`src/rtl/instr_mem_loader_pkg.sv`:
```
`default_nettype none
// ============================================================================
//  Module      : instr_mem_loader_pkg
//  Description : Shared types and constants for the instruction memory
//                loader and the 8-bit core it feeds. Holds the default
//                address and instruction widths, the NOP encoding and the
//                loader state encoding.
//  Revision    : 1.0 - initial release
// ============================================================================
package instr_mem_loader_pkg;

  // Default widths, shared with the core's fetch port.
  localparam int ADDR_W_DEF = 8;
  localparam int DATA_W_DEF = 8;

  // Instruction returned for any address outside the resident program.
  localparam logic [7:0] c_nop = 8'h00;

  typedef enum logic [1:0] {
    ST_IDLE = 2'd0,
    ST_LOAD = 2'd1,
    ST_RUN  = 2'd2
  } state_e;

endpackage : instr_mem_loader_pkg
`default_nettype wire

```
`src/rtl/instr_mem_loader_if.sv`:
```
`default_nettype none
// ============================================================================
//  Module      : instr_mem_loader_if
//  Description : Program-load interface: a length-qualified start request,
//                a valid/ready byte stream, and load status.
//  Ports       : master = program source, slave = loader.
//                load_start/load_len : start request and length (1..DEPTH)
//                load_valid/load_data/load_ready : byte stream handshake
//                load_done  : one-cycle completion pulse
//                load_count : bytes accepted in current/last load
//                err_len    : sticky illegal-length flag
//  Revision    : 1.0 - initial release
// ============================================================================
interface instr_mem_loader_if
  import instr_mem_loader_pkg::*;
#(
  parameter int ADDR_W = ADDR_W_DEF,
  parameter int DATA_W = DATA_W_DEF
);
  logic              load_start;
  logic [ADDR_W:0]   load_len;
  logic              load_valid;
  logic [DATA_W-1:0] load_data;
  logic              load_ready;
  logic              load_done;
  logic [ADDR_W:0]   load_count;
  logic              err_len;

  modport master (
    output load_start, load_len, load_valid, load_data,
    input  load_ready, load_done, load_count, err_len
  );

  modport slave (
    input  load_start, load_len, load_valid, load_data,
    output load_ready, load_done, load_count, err_len
  );
endinterface : instr_mem_loader_if
`default_nettype wire

```
`src/rtl/instr_mem_loader_ram.sv`:
```
`default_nettype none
// ============================================================================
//  Module      : instr_ram
//  Description : DEPTH x DATA_W program RAM, synchronous write port and
//                asynchronous read port. Contents are not reset.
//  Ports       : clock            - write clock
//                we/waddr/wdata   - write port
//                raddr/rdata      - combinational read port
//  Revision    : 1.0 - initial release
// ============================================================================
module instr_ram #(
  parameter int ADDR_W = 8,
  parameter int DATA_W = 8,
  parameter int DEPTH  = 256
) (
  input  wire logic              clock,
  input  wire logic              we,
  input  wire logic [ADDR_W-1:0] waddr,
  input  wire logic [DATA_W-1:0] wdata,
  input  wire logic [ADDR_W-1:0] raddr,
  output logic      [DATA_W-1:0] rdata
);

  logic [DATA_W-1:0] r_mem [DEPTH];

  always_ff @(posedge clock) begin
    if (we) begin
      r_mem[waddr] <= wdata;
    end
  end

  assign rdata = r_mem[raddr];

endmodule : instr_ram
`default_nettype wire

```
`src/rtl/instr_mem_loader.sv`:
```
`default_nettype none
// ============================================================================
//  Module      : instr_mem_loader
//  Description : Instruction memory and program loader for the 8-bit core.
//                Receives a program as a byte stream, stores it in RAM,
//                then releases the core and serves instructions for its
//                fetch address. Addresses beyond the program read as NOP.
//  Ports       : clock        - system clock, rising edge
//                reset        - asynchronous, active-low reset
//                load         - program-load interface (slave side)
//                core_hold    - high while the core must stay in reset
//                read_address - core fetch address
//                Instruction  - instruction for read_address
//  Revision    : 1.0 - initial release
// ============================================================================
module instr_mem_loader
  import instr_mem_loader_pkg::*;
#(
  parameter int ADDR_W  = ADDR_W_DEF,
  parameter int DATA_W  = DATA_W_DEF,
  parameter int DEPTH   = 256,
  parameter int REG_OUT = 0
) (
  input  wire logic              clock,
  input  wire logic              reset,
  instr_mem_loader_if.slave      load,
  output logic                   core_hold,
  input  wire logic [ADDR_W-1:0] read_address,
  output logic      [DATA_W-1:0] Instruction
);

  localparam logic [1:0]        c_st_idle = ST_IDLE;
  localparam logic [1:0]        c_st_load = ST_LOAD;
  localparam logic [1:0]        c_st_run  = ST_RUN;
  localparam logic [ADDR_W:0]   c_len_one = (ADDR_W+1)'(1);
  localparam logic [ADDR_W:0]   c_len_max = (ADDR_W+1)'(DEPTH);
  localparam logic [ADDR_W-1:0] c_ptr_one = ADDR_W'(1);
  localparam logic [DATA_W-1:0] c_nop_w   = DATA_W'(c_nop);

  logic [1:0]        r_state;
  logic [ADDR_W:0]   r_prog_len;
  logic [ADDR_W-1:0] r_wptr;
  logic [ADDR_W:0]   r_load_count;
  logic              r_load_ready;
  logic              r_load_done;
  logic              r_err_len;

  logic              w_len_legal;
  logic              w_xfer;
  logic [ADDR_W:0]   w_count_inc;
  logic [DATA_W-1:0] w_ram_rdata;
  logic [DATA_W-1:0] w_rd_sel;

  assign w_len_legal = (load.load_len != '0) && (load.load_len <= c_len_max);
  assign w_xfer      = (r_state == c_st_load) && load.load_valid && r_load_ready;
  assign w_count_inc = r_load_count + c_len_one;

  // Loader FSM. load_start is only honoured in IDLE and RUN, so a request
  // coinciding with the final transfer of a load is dropped.
  always_ff @(posedge clock or negedge reset) begin
    if (!reset) begin
      r_state      <= c_st_idle;
      r_prog_len   <= '0;
      r_wptr       <= '0;
      r_load_count <= '0;
      r_load_ready <= 1'b0;
      r_load_done  <= 1'b0;
      r_err_len    <= 1'b0;
    end else begin
      r_load_done <= 1'b0;
      case (r_state)
        c_st_idle, c_st_run: begin
          if (load.load_start) begin
            if (w_len_legal) begin
              r_prog_len   <= load.load_len;
              r_wptr       <= '0;
              r_load_count <= '0;
              r_err_len    <= 1'b0;
              r_load_ready <= 1'b1;
              r_state      <= c_st_load;
            end else begin
              r_err_len <= 1'b1;
            end
          end
        end
        c_st_load: begin
          if (w_xfer) begin
            // wptr wraps to 0 only on the 256th byte, which ends the load.
            r_wptr       <= r_wptr + c_ptr_one;
            r_load_count <= w_count_inc;
            if (w_count_inc == r_prog_len) begin
              r_load_ready <= 1'b0;
              r_load_done  <= 1'b1;
              r_state      <= c_st_run;
            end
          end
        end
        default: begin
          r_load_ready <= 1'b0;
          r_state      <= c_st_idle;
        end
      endcase
    end
  end

  instr_ram #(
    .ADDR_W (ADDR_W),
    .DATA_W (DATA_W),
    .DEPTH  (DEPTH)
  ) u_ram (
    .clock (clock),
    .we    (w_xfer),
    .waddr (r_wptr),
    .wdata (load.load_data),
    .raddr (read_address),
    .rdata (w_ram_rdata)
  );

  // Stale bytes above the current program length must never reach the core.
  assign w_rd_sel = ((r_state == c_st_run) && ({1'b0, read_address} < r_prog_len))
                    ? w_ram_rdata : c_nop_w;

  generate
    if (REG_OUT != 0) begin : g_reg_out
      logic [DATA_W-1:0] r_instr;
      always_ff @(posedge clock or negedge reset) begin
        if (!reset) begin
          r_instr <= '0;
        end else begin
          r_instr <= w_rd_sel;
        end
      end
      // Gate with state so the output drops to NOP the moment RUN is left.
      assign Instruction = (r_state == c_st_run) ? r_instr : c_nop_w;
    end else begin : g_comb_out
      assign Instruction = w_rd_sel;
    end
  endgenerate

  assign core_hold       = (r_state != c_st_run);
  assign load.load_ready = r_load_ready;
  assign load.load_done  = r_load_done;
  assign load.load_count = r_load_count;
  assign load.err_len    = r_err_len;

endmodule : instr_mem_loader
`default_nettype wire

```
`src/flat_wrapper.sv`:
```
// flat-port wrapper written by rule: the top's interface ports become plain ports
module instr_mem_loader_flat import instr_mem_loader_pkg::*;
#(
  parameter int ADDR_W  = ADDR_W_DEF,
  parameter int DATA_W  = DATA_W_DEF,
  parameter int DEPTH   = 256,
  parameter int REG_OUT = 0
)
  (clock, reset, core_hold, read_address, Instruction, load_load_start, load_load_len, load_load_valid, load_load_data, load_load_ready, load_load_done, load_load_count, load_err_len);
  instr_mem_loader_if #(.ADDR_W(ADDR_W), .DATA_W(DATA_W)) load_i ();
  input  wire logic clock;
  input  wire logic reset;
  output logic core_hold;
  input  wire logic [ADDR_W-1:0] read_address;
  output logic      [DATA_W-1:0] Instruction;
  input wire logic [$bits(load_i.load_start)-1:0] load_load_start;
  input wire logic [$bits(load_i.load_len)-1:0] load_load_len;
  input wire logic [$bits(load_i.load_valid)-1:0] load_load_valid;
  input wire logic [$bits(load_i.load_data)-1:0] load_load_data;
  output wire logic [$bits(load_i.load_ready)-1:0] load_load_ready;
  output wire logic [$bits(load_i.load_done)-1:0] load_load_done;
  output wire logic [$bits(load_i.load_count)-1:0] load_load_count;
  output wire logic [$bits(load_i.err_len)-1:0] load_err_len;
  assign load_i.load_start = load_load_start;
  assign load_i.load_len = load_load_len;
  assign load_i.load_valid = load_load_valid;
  assign load_i.load_data = load_load_data;
  assign load_load_ready = load_i.load_ready;
  assign load_load_done = load_i.load_done;
  assign load_load_count = load_i.load_count;
  assign load_err_len = load_i.err_len;
  instr_mem_loader #(.ADDR_W(ADDR_W), .DATA_W(DATA_W), .DEPTH(DEPTH), .REG_OUT(REG_OUT)) u_core (.clock(clock), .reset(reset), .load(load_i), .core_hold(core_hold), .read_address(read_address), .Instruction(Instruction));
endmodule
```
`config.mk`:
```
export PLATFORM = sky130hd
export DESIGN_NAME = instr_mem_loader_flat
export DESIGN_NICKNAME = d
export VERILOG_FILES = /design/src/rtl/instr_mem_loader_pkg.sv /design/src/rtl/instr_mem_loader_if.sv /design/src/rtl/instr_mem_loader_ram.sv /design/src/rtl/instr_mem_loader.sv /design/src/flat_wrapper.sv
export SDC_FILE = /design/constraint.sdc
export NUM_CORES = 2
export LEC_CHECK = 0
export ABC_CLOCK_PERIOD_IN_PS = 3850
export CORE_MARGIN = 2
export CORE_UTILIZATION = 30
export CTS_CLUSTER_SIZE = 10
export DETAILED_ROUTE_END_ITERATION = 7
export HOLD_SLACK_MARGIN = 0.15
export SYNTH_ARGS = -nofsm -noshare
export SYNTH_HDL_FRONTEND = slang
export SYNTH_SLANG_ARGS = --single-unit
```
`constraint.sdc`:
```
create_clock -name clock -period 3.85 [get_ports clock]
set_input_delay 0.77 -clock clock [delete_from_list [all_inputs] [get_ports clock]]
set_output_delay 0.77 -clock clock [all_outputs]
set_load 0.02 [all_outputs]
```
==> flow_summary.yaml <==
timing:
  slew_viol_final: 0
  relSlewSlack_pct: 29.6
  fin_skew_ns: 0.0300
  rsz0062_at_grt: "true"
  setup_viol: 8
  worst_slack_ns: -0.886
  post-route-period-util_pct: 123
  fmax_ghz: 0.211
  fin_crit_ns: 4.74
  worst_slew_pin_slew_ns: 1.06
  hold_viol_final: 0
cts:
  postCtsHoldBufs: 0
  cts_inserted_buffers: 229
  clock_latency_ns: 0.86
  clock-root-buffer: "clkbuf_16"
  cts_htree_levels: 4
  ctsLongestPathBuffers: 3
  clk_pin_slew_ns: 0.06
  cts_tree: "built"
  cts.sinks: 2079
yosys:
  synth_top_flop_cell: "edfxtp_1"
  synth_area_um2: 82200
  syn_nets: 4241
  async_flop_share_pct: 1.49
  synth.distinct_cells: 72
  ys.warnings.count: 0
  syn_area_per_cell_um2: 19.6
  synth_cells: 4200
  synth-seq-cells: 2079
  synth_edf_count: 2048
  yosysSeqAreaShare_pct: 75.8
grt:
  grt_pass1_wl_um: 338000
  grt_pass1_vias: 45700
  gr-total-overflow: 0
  grt_max_degree: 125
  grt_usage_pct: 16.7
  antenna_found_initial: 8
critical_path:
  crit_chain: "buf_16 -> buf_16 -> buf_12 -> buf_12 -> mux4_2 -> mux4_2 -> nor2_1 -> buf_4 -> a311oi_4 -> o211ai_1 -> o311a_1 -> nand4_1 -> buf_4 -> buf_6"
  cp_slowest_cell: "mux4_2"
  crit_start: "read_address[0]"
  critPathMaxFanout: 6
  critPathLaunchType: "input pin"
  critPathMaxStageDelay_ns: 0.48
  cpLargestDelayFamily: "buffers and inverters"
  cp-end-kind: "output port"
  rr_startpoint: "u_core.r_wptr[5]"
  critical_path_class: "input pin to output port"
  worst-path-buf-inv: 7
  crit_arrival_ns: 3.97
  critical_path_required_ns: 3.08
detailed_routing:
  wirelength_um: 238000
  post_drt_wl_per_cell_um: 27.2
  postRouteAntennaNets: 0
  route.detailed.drc: 0
  drt_pre_antenna_iters: 7
  vias_per_cell: 5.23
  via_count: 45700
  first_iter_violations: 5491
floorplanning:
  dieArea_um2: 278000
  die_h_um: 527
  pin_count: 50
  core_area_um2: 273000
  initial_core_util_pct: 30.1
  die_w_um: 527
  placementRows: 192
hold_path:
  hold_path_class: "input pin to async pin"
flow_run:
  drv_cap: 0
layout:
  multi_input_area_um2: 18700
  drive_gt1_share_pct: 30.8
  nNetsFinal: 5135
  regArea_um2: 62300
  area_delta_synth_final_pct: 21.8
  n_fill_cell: 24800
power_and_ir_drop:
  p_leak_nw: 33.2
  combPwrFrac_pct: 8.9
  switching_share_pct: 22.9
  p_sw_w: 0.0111
  total_power_w: 0.0485
  worst_ir_drop_vdd_uv: 403
  p_seq_share_pct: 52.0
  power_frac_clock_pct: 39.1
  p_per_area_nw_per_um2: 485
  p_int_w: 0.0374
placement:
  hpwl_um: 155000
  gp_congestion: 0.866
  numPortBuffers: 49
  place_ws_ns: -1.26
status:
  violations: "negative setup slack"
  status: "finished with violations"
## sequential cells by signal, summed over array words and instances, names as in the netlist
| signal | flops |
|---|---|
| u_core.load.err_len | 1 |
| u_core.load.load_count | 9 |
| u_core.load.load_done | 1 |
| u_core.load.load_ready | 1 |
| u_core.r_prog_len | 9 |
| u_core.r_state | 2 |
| u_core.r_wptr | 8 |
| u_core.u_ram.r_mem | 2048 |
## timing repair
| action | in CTS | in global routing |
|---|---|---|
| gates cloned | 2 | 0 |
| endpoints found under the setup margin | 8 | 8 |
| buffers inserted | 39 | 13 |
| resized for setup | 113 | 37 |
| pin swaps | 32 | 28 |
## cell usage after synthesis, types with 6 or more instances
cell	number	area, um2
mux2i_1	340	3400
nand3_1	66	330
mux4_1	17	447
nand2_1	112	420
o21ai_0	101	505
o31ai_1	18	135
xnor2_1	8	70.1
o221ai_1	10	87.6
nand4_1	15	93.8
and2_1	8	50.1
a31oi_1	12	75.1
nand2b_1	14	87.6
edfxtp_1	2048	61500
a221oi_1	130	1140
a22oi_1	54	405
o22ai_1	14	87.6
nor2b_1	21	131
buf_4	28	210
dfrtp_1	31	776
xor2_1	11	96.3
nor3_1	28	140
inv_1	15	56.3
o211ai_1	16	120
buf_1	6	22.5
a221o_1	25	250
clkbuf_1	123	462
mux4_2	340	7660
a21oi_1	56	280
buf_6	47	529
nor2_1	310	1160
buf_2	41	205
buf_8	9	135
a211oi_1	15	113
and3_1	13	81.3
ha_1	12	150
## final timing paths
| path | end | cells after the start | slack (ns) |
|---|---|---|---|
| max in group asynchronous | u_core.r_wptr[5] | 2 | 3.21 |
| setup / recovery | Instruction[1] | 14 | -0.89 |
| hold / removal | u_core.load.load_count[5] | 2 | 0.33 |
| hold reg to reg | u_core.load.err_len | 2 | 0.51 |
| min in group clock | u_core.u_ram.r_mem[30][2] | 1 | 0.46 |
| setup reg to reg | u_core.u_ram.r_mem[160][3] | 4 | 1.08 |
## cell families (layout without fill, tap and decap cells)
group | after synthesis | in the layout | synth area share, %
AOI/OAI and AO/OA | 500 | 500 | 4.41
xor gates and xnor gates | 19 | 19 | 0.203
adders and majority gates | 12 | 12 | 0.183
buffers and inverters | 276 | 1210 | 2.07
DFF | 2079 | 2079 | 75.8
muxes | 702 | 702 | 14.1
other | 0 | 3 | 0
and+or+nand+nor | 612 | 612 | 3.27
## per-layer routing
layer  GRT usage [%]  share of wire (%)
met1            22.2                 41
met2            27.5                 48
met3            2.97                7.5
met4            5.80                3.5
met5               0              0.011
## area by class of cell
type,count,share of cell area (%)
clock buffers,251,5.83
inverters,18,0.0725
flip-flops and latches,2079,62.2
diodes,3,0.00750
repair buffers,921,8.42
multi-input cells,1845,18.7
clock inverters,20,0.290
well taps,3589,4.49
## metrics by stage
stage	instance area (um2)	instances	utilization [%]	setup TNS (ns)	hold WS [ns]
after floorplan	82200	4200	-	0	0.471
after global placement	92800	8403	34.0	-8.25	0.503
after detailed placement	92800	8403	34.0	-8.28	0.508
after CTS	99900	8713	36.6	-6.12	0.293
after global routing	100000	8724	36.6	-6.92	0.362
final	100000	8726	36.6	-6.15	0.334
## power by group through the flow
stage	clock network (W)	registers (W)	logic, W
after floorplan	0	0.0257	0.00184
after global placement	0	0.0257	0.00403
after detailed placement	0	0.0257	0.00407
after CTS	0.0193	0.0253	0.00424
after global routing	0.0201	0.0253	0.00452
final	0.0190	0.0253	0.00431
## cells in the final DEF, fill, tap and decap left out, types with 21 or more instances in the layout
master | synthesis | routed
a221oi_1 | 130 | 129
a221o_1 | 25 | 25
o21ai_0 | 101 | 98
mux2i_1 | 340 | 339
nor2_1 | 310 | 304
buf_4 | 28 | 746
buf_12 | 3 | 83
clkdlybuf4s50_1 | 0 | 27
a21oi_1 | 56 | 53
clkbuf_16 | 0 | 230
clkbuf_1 | 123 | 21
mux4_2 | 340 | 341
nor3_1 | 28 | 27
nand2_1 | 112 | 101
nand3_1 | 66 | 56
dfrtp_1 | 31 | 31
a22oi_1 | 54 | 50
edfxtp_1 | 2048 | 2048
buf_6 | 47 | 39
(Power assumes the default switching activity.)
